<file path="src/rtl/ingress_arb_8x10.sv">
// Dual 8-entry ingress FIFOs with a round-robin single-pop arbiter feeding the router's 2:1 mux.
// A head word may only pop when the destination selected by its class bit is not paused.
module ingress_arb_8x10 #(
  parameter int DATA_WIDTH = 10,
  parameter int DEPTH      = 8,
  parameter int ADDR_WIDTH = 3,
  parameter int AF_THRESH  = 6,
  parameter int AE_THRESH  = 1
) (
  input  logic                  clk,
  input  logic                  reset,
  input  logic                  push0,
  input  logic                  push1,
  input  logic [DATA_WIDTH-1:0] data_in0,
  input  logic [DATA_WIDTH-1:0] data_in1,
  input  logic                  dest_pause0,
  input  logic                  dest_pause1,
  output logic [DATA_WIDTH-1:0] in0,
  output logic [DATA_WIDTH-1:0] in1,
  output logic                  emptyF0,
  output logic                  emptyF1,
  output logic                  full0,
  output logic                  full1,
  output logic                  almost_full0,
  output logic                  almost_full1,
  output logic                  almost_empty0,
  output logic                  almost_empty1,
  output logic                  error0,
  output logic                  error1
);

  localparam int CW        = ADDR_WIDTH + 1;
  localparam int CLASS_BIT = 8;

  localparam logic [CW-1:0]         CNT_ZERO  = CW'(0);
  localparam logic [CW-1:0]         CNT_ONE   = CW'(1);
  localparam logic [CW-1:0]         CNT_FULL  = CW'(DEPTH);
  localparam logic [CW-1:0]         CNT_AF    = CW'(AF_THRESH);
  localparam logic [CW-1:0]         CNT_AE    = CW'(AE_THRESH);
  localparam logic [ADDR_WIDTH-1:0] PTR_ZERO  = ADDR_WIDTH'(0);
  localparam logic [ADDR_WIDTH-1:0] PTR_ONE   = ADDR_WIDTH'(1);
  localparam logic [DATA_WIDTH-1:0] DATA_ZERO = DATA_WIDTH'(0);

  logic [DATA_WIDTH-1:0] mem_q    [2][DEPTH];
  logic [ADDR_WIDTH-1:0] wr_ptr_q [2];
  logic [ADDR_WIDTH-1:0] wr_ptr_d [2];
  logic [ADDR_WIDTH-1:0] rd_ptr_q [2];
  logic [ADDR_WIDTH-1:0] rd_ptr_d [2];
  logic [CW-1:0]         count_q  [2];
  logic [CW-1:0]         count_d  [2];
  logic [DATA_WIDTH-1:0] in_q     [2];
  logic [DATA_WIDTH-1:0] head_s   [2];
  logic [DATA_WIDTH-1:0] wdata_s  [2];
  logic                  last_grant_q;
  logic                  last_grant_d;
  logic [1:0]            empty_f_q;
  logic [1:0]            full_q;
  logic [1:0]            af_q;
  logic [1:0]            ae_q;
  logic [1:0]            err_q;
  logic [1:0]            pause_s;
  logic [1:0]            push_s;
  logic [1:0]            elig_s;
  logic [1:0]            pop_s;
  logic [1:0]            push_acc_s;
  logic [1:0]            ovf_s;

  // Eligibility, round-robin grant, push acceptance and next pointer/count state.
  always_comb begin
    pause_s    = {dest_pause1, dest_pause0};
    push_s     = {push1, push0};
    wdata_s[0] = data_in0;
    wdata_s[1] = data_in1;
    elig_s     = 2'b00;
    push_acc_s = 2'b00;
    ovf_s      = 2'b00;
    for (int k = 0; k < 2; k++) begin
      head_s[k]    = mem_q[k][rd_ptr_q[k]];
      elig_s[k]    = (count_q[k] != CNT_ZERO) && !pause_s[head_s[k][CLASS_BIT]];
    end
    if (elig_s == 2'b11) begin
      pop_s = last_grant_q ? 2'b01 : 2'b10;
    end else begin
      pop_s = elig_s;
    end
    if (pop_s[0]) begin
      last_grant_d = 1'b0;
    end else if (pop_s[1]) begin
      last_grant_d = 1'b1;
    end else begin
      last_grant_d = last_grant_q;
    end
    // A full FIFO still takes a push when its head leaves in the same cycle.
    for (int k = 0; k < 2; k++) begin
      push_acc_s[k] = push_s[k] && ((count_q[k] != CNT_FULL) || pop_s[k]);
      ovf_s[k]      = push_s[k] && (count_q[k] == CNT_FULL) && !pop_s[k];
      wr_ptr_d[k]   = push_acc_s[k] ? (wr_ptr_q[k] + PTR_ONE) : wr_ptr_q[k];
      rd_ptr_d[k]   = pop_s[k] ? (rd_ptr_q[k] + PTR_ONE) : rd_ptr_q[k];
      if (push_acc_s[k] && !pop_s[k]) begin
        count_d[k] = count_q[k] + CNT_ONE;
      end else if (pop_s[k] && !push_acc_s[k]) begin
        count_d[k] = count_q[k] - CNT_ONE;
      end else begin
        count_d[k] = count_q[k];
      end
    end
  end

  // FIFO storage write port.
  always_ff @(posedge clk) begin
    for (int k = 0; k < 2; k++) begin
      if (!reset && push_acc_s[k]) begin
        mem_q[k][wr_ptr_q[k]] <= wdata_s[k];
      end
    end
  end

  // Pointers, counts, arbiter history and registered outputs.
  always_ff @(posedge clk) begin
    if (reset) begin
      for (int k = 0; k < 2; k++) begin
        wr_ptr_q[k] <= PTR_ZERO;
        rd_ptr_q[k] <= PTR_ZERO;
        count_q[k]  <= CNT_ZERO;
        in_q[k]     <= DATA_ZERO;
      end
      last_grant_q <= 1'b1;
      empty_f_q    <= 2'b11;
      full_q       <= 2'b00;
      af_q         <= 2'b00;
      ae_q         <= 2'b11;
      err_q        <= 2'b00;
    end else begin
      for (int k = 0; k < 2; k++) begin
        wr_ptr_q[k] <= wr_ptr_d[k];
        rd_ptr_q[k] <= rd_ptr_d[k];
        count_q[k]  <= count_d[k];
        if (pop_s[k]) begin
          in_q[k] <= head_s[k];
        end
        full_q[k] <= (count_d[k] == CNT_FULL);
        af_q[k]   <= (count_d[k] >= CNT_AF);
        ae_q[k]   <= (count_d[k] <= CNT_AE);
        err_q[k]  <= err_q[k] | ovf_s[k];
      end
      last_grant_q <= last_grant_d;
      empty_f_q    <= ~pop_s;
    end
  end

  assign in0           = in_q[0];
  assign in1           = in_q[1];
  assign emptyF0       = empty_f_q[0];
  assign emptyF1       = empty_f_q[1];
  assign full0         = full_q[0];
  assign full1         = full_q[1];
  assign almost_full0  = af_q[0];
  assign almost_full1  = af_q[1];
  assign almost_empty0 = ae_q[0];
  assign almost_empty1 = ae_q[1];
  assign error0        = err_q[0];
  assign error1        = err_q[1];

endmodule
</file>
<file path="config.mk">
export PLATFORM = sky130hd
export DESIGN_NAME = ingress_arb_8x10
export DESIGN_NICKNAME = d
export VERILOG_FILES = /design/src/rtl/ingress_arb_8x10.sv
export SDC_FILE = /design/constraint.sdc
export NUM_CORES = 1
export LEC_CHECK = 0
export CAP_MARGIN = 20
export CORE_ASPECT_RATIO = 1.2
export CORE_MARGIN = 2
export CORE_UTILIZATION = 55
export CTS_BUF_LIST = sky130_fd_sc_hd__clkbuf_8
export DETAILED_ROUTE_END_ITERATION = 6
export GPL_TIMING_DRIVEN = 0
export PLACE_DENSITY_LB_ADDON = 0.1
export SLEW_MARGIN = 10
export SYNTH_ARGS = -nofsm -noshare
export SYNTH_HDL_FRONTEND = slang
export SYNTH_SLANG_ARGS = --single-unit
</file>
<file path="constraint.sdc">
create_clock -name clk -period 4.24 [get_ports clk]
set_clock_uncertainty 0.05 [all_clocks]
set_input_delay 0.636 -clock clk [delete_from_list [all_inputs] [get_ports clk]]
set_output_delay 0.636 -clock clk [all_outputs]
set_load 0.005 [all_outputs]
</file>
==> impl_results.md <==
- Status: complete, no violations
- Critical Path RT: 4.31 ns
- DRT Pass-1 Iters: 4
- Root Driver: clkbuf_8
- Drt wl/cell: 19.83 um
- EDFF count, synth: between 150 and 200
- Cells after Synth: 488
- RSZ-0062 raised after global routing: false
- Clock slew at reported path FFs: 0.06 ns
- Final WL: 16160 um
- Sequential cell area fraction in the yosys report: a little under three quarters
- Count of cell types in the netlist: 61
- GRT overflow: 0
- Layout cells sized above 1: 19.64%
- Ant. Diodes: 0
- First-pass GRT wire length: 25410 um
- Initial cell density of the core: 56.36%
- CP startpoint: count_q[0][4]
- Gr usage total: 20.21%
- Drt via density: about 5.5
- Critical-path maximum fanout: 10
- # rows: between 40 and 50
- Post-DRT Antenna Nets: 0
- Max_cap viols: 0
- Crit path kind: flop to flop
- Fin crit period: 3.746 ns
- Fmax: 266.9 MHz
- Leak: 0.003396 uW
- Post-synth net total: 523
- Yosys synthesis warning count: 0
- Via count: 4519
- Crit start category: flop
- Power Density: ~570 nW/um^2
- Number of synthesized register bits: 211
- Worst flop-to-flop path startpoint: count_q[0][4]
- PnR Total Power: 5732 uW
- Vias in the first global route: approximately 4700
- Max clock buf depth: 3
- Placed Area: 9403 sq um
- Gp weighted congestion: 0.7818
- Cell accounting for the most synthesized area: edfxtp_1
- H-tree Lvls: 2
- CTS Buf Count: 34
- DP HPWL: 10570 um
- Worst R2R Path Depth: 9
- Worst R2R Setup Slack: 0.49 ns
- FF-to-FF End: mem_q[0][25]
- Core area: between 15000 and 20000 sq um
- Initial antenna violation count: 0
- Area share of the leading cell type in the synthesized netlist: 63.59%
- IO buf count: 54
- Crit path capture type: flop
- Area growth syn-to-layout: 17.97%
- IO Pins: 56
- CTS tree: done
- Fillers: 1067
- Fin nets: about 620
- Post-route DRC: 0
- CTS-repair resized insts: 0
- # hold bufs at CTS: 0
- Final period utilization: slightly below 90%
- Clk sinks: between 200 and 250
- Synth top area cells: edfxtp_1 (64%), mux4_2 (9.8%), dfxtp_1 (7.3%)
- # setup viols final: 0
- Fin area: 10030 sq um
- Critical path capture point: mem_q[0][25]
- Post-synth top flop: edfxtp_1
- Slew HR: 28.57%
- Chip width: 117.5 um
- Peak supply drop: 0.0003212 V
- Worst-Margin Slew: 1.068 ns
- Clock latency on the worst-skew pair: 0.51 ns
- Post-CTS setup buffers: 0
- Async SR Flop Fraction: 0%
- Final hold vios: 0
- Worst EP arrival: approximately 3.8 ns
- Die footprint: 16470 sq um
- Number of DRC markers in iteration 0: 343
- Largest net degree at the start of global routing: 12
- Die H: 140.2 um
- Worst hold path class: flop to flop
- Max Slew Vio Count: 0
- Synthesized cell area: 8501 sq um
- Mean Syn Cell Area: approximately 17 sq um
## cells in the mapped netlist (all sizes together) (6+ instances only)
cell	n
buf	9
clkbuf	14
dfxtp	31
edfxtp	180
ha	9
inv	10
mux2i	37
mux4	37
nand2	18
nand3	7
nor2	52
nor3	6
o21ai	6
xnor2	7
xor2	6
## per-layer routing
metal  track usage, %  routed length (um)
met1            25.59                6627
met2            35.58                8513
met3            3.664                 731
met4            6.658                 286
met5                0                   0
## registers in the layout, summed over array words and instances (netlist names)
register and count:
full_q 2, empty_f_q 2, rd_ptr_q 6, af_q 2
wr_ptr_q 6, count_q 8, err_q 2, mem_q 160
last_grant_q 1, ae_q 2, in_q 20
## worst min-delay path by stage
stage,slack [ns],end,cells past startpoint,startpoint
after floorplan,0.41,err_q[1],2,err_q[1]
after global placement,0.40,err_q[1],2,err_q[1]
after detailed placement,0.43,err_q[0],2,err_q[0]
after CTS,0.44,err_q[0],2,err_q[0]
after global routing,0.46,err_q[0],2,err_q[0]
final,0.44,err_q[0],2,err_q[0]
## cell usage in the layout (no fill, tap or decap), drive strengths merged, types with 3 or more instances in the layout
cell type | Yosys | routed
ha | 9 | 9
buf | 9 | 18
nand3 | 7 | 7
o21ai | 6 | 6
clkdlybuf4s50 | 0 | 54
nand2b | 3 | 3
nand2 | 18 | 18
nor3 | 6 | 6
xor2 | 6 | 6
a21oi | 5 | 5
inv | 10 | 26
clkinv | 0 | 6
and4 | 3 | 3
mux2i | 37 | 37
clkbuf | 14 | 51
nor2b | 5 | 5
mux2 | 4 | 4
a2bb2oi | 3 | 3
dfxtp | 31 | 31
xnor2 | 7 | 7
mux4 | 37 | 37
edfxtp | 180 | 180
nor2 | 52 | 52
## worst max-delay path: stages, from the launching register on
cell and delay, ns:
dfxtp_1 0.35, inv_1 0.16, ha_1 0.21, nor3b_4 0.41
nor3_1 0.09, mux2i_1 0.40, nand3_2 0.30, a21boi_2 0.31
nand3_1 0.22, nor2_1 0.88
## final cells by class
| class | count | area (sq um) | area share (%) |
|---|---|---|---|
| Tap cell | 204 | 255.2 | 2.545 |
| Sequential cell | 211 | 6026 | 60.09 |
| Timing Repair Buffer | 63 | 624.3 | 6.226 |
| Multi-Input combinational cell | 244 | 2365 | 23.58 |
| Clock inverter | 23 | 97.59 | 0.9732 |
| Clock buffer | 37 | 509.2 | 5.078 |
| Buffer | 23 | 113.9 | 1.135 |
| Inverter | 10 | 37.54 | 0.3743 |
## through the flow
stage / setup WS (ns) / hold WS [ns] / cells / utilization, % / TNS [ns]
after floorplan: 0.8096 / 0.4104 / 488 / - / 0
after global routing: 0.2292 / 0.4638 / 815 / 66.49 / 0
after global placement: -0.6789 / 0.4045 / 746 / 61.64 / -15.42
after CTS: 0.4808 / 0.4399 / 813 / 66.37 / 0
final: 0.4938 / 0.4393 / 815 / 66.49 / 0
after detailed placement: 0.4024 / 0.4255 / 753 / 62.34 / 0
## logic make-up after synthesis
kind of cell	Yosys count	share of synthesized area, %
muxes	78	14.78
buffers and inverters	33	1.781
DFF	211	70.89
AOI/OAI and AO/OA	31	3.076
and+or+nand+nor	113	6.815
xor gates and xnor gates	13	1.339
adders and majority gates	9	1.325
## power breakdown
group	switching (uW)	leakage (uW)	internal [uW]
Combinational	775	0.00112	798
Clock	760	0.000362	804
Sequential	106	0.00191	2490
Power figures use the tool's default switching activity.
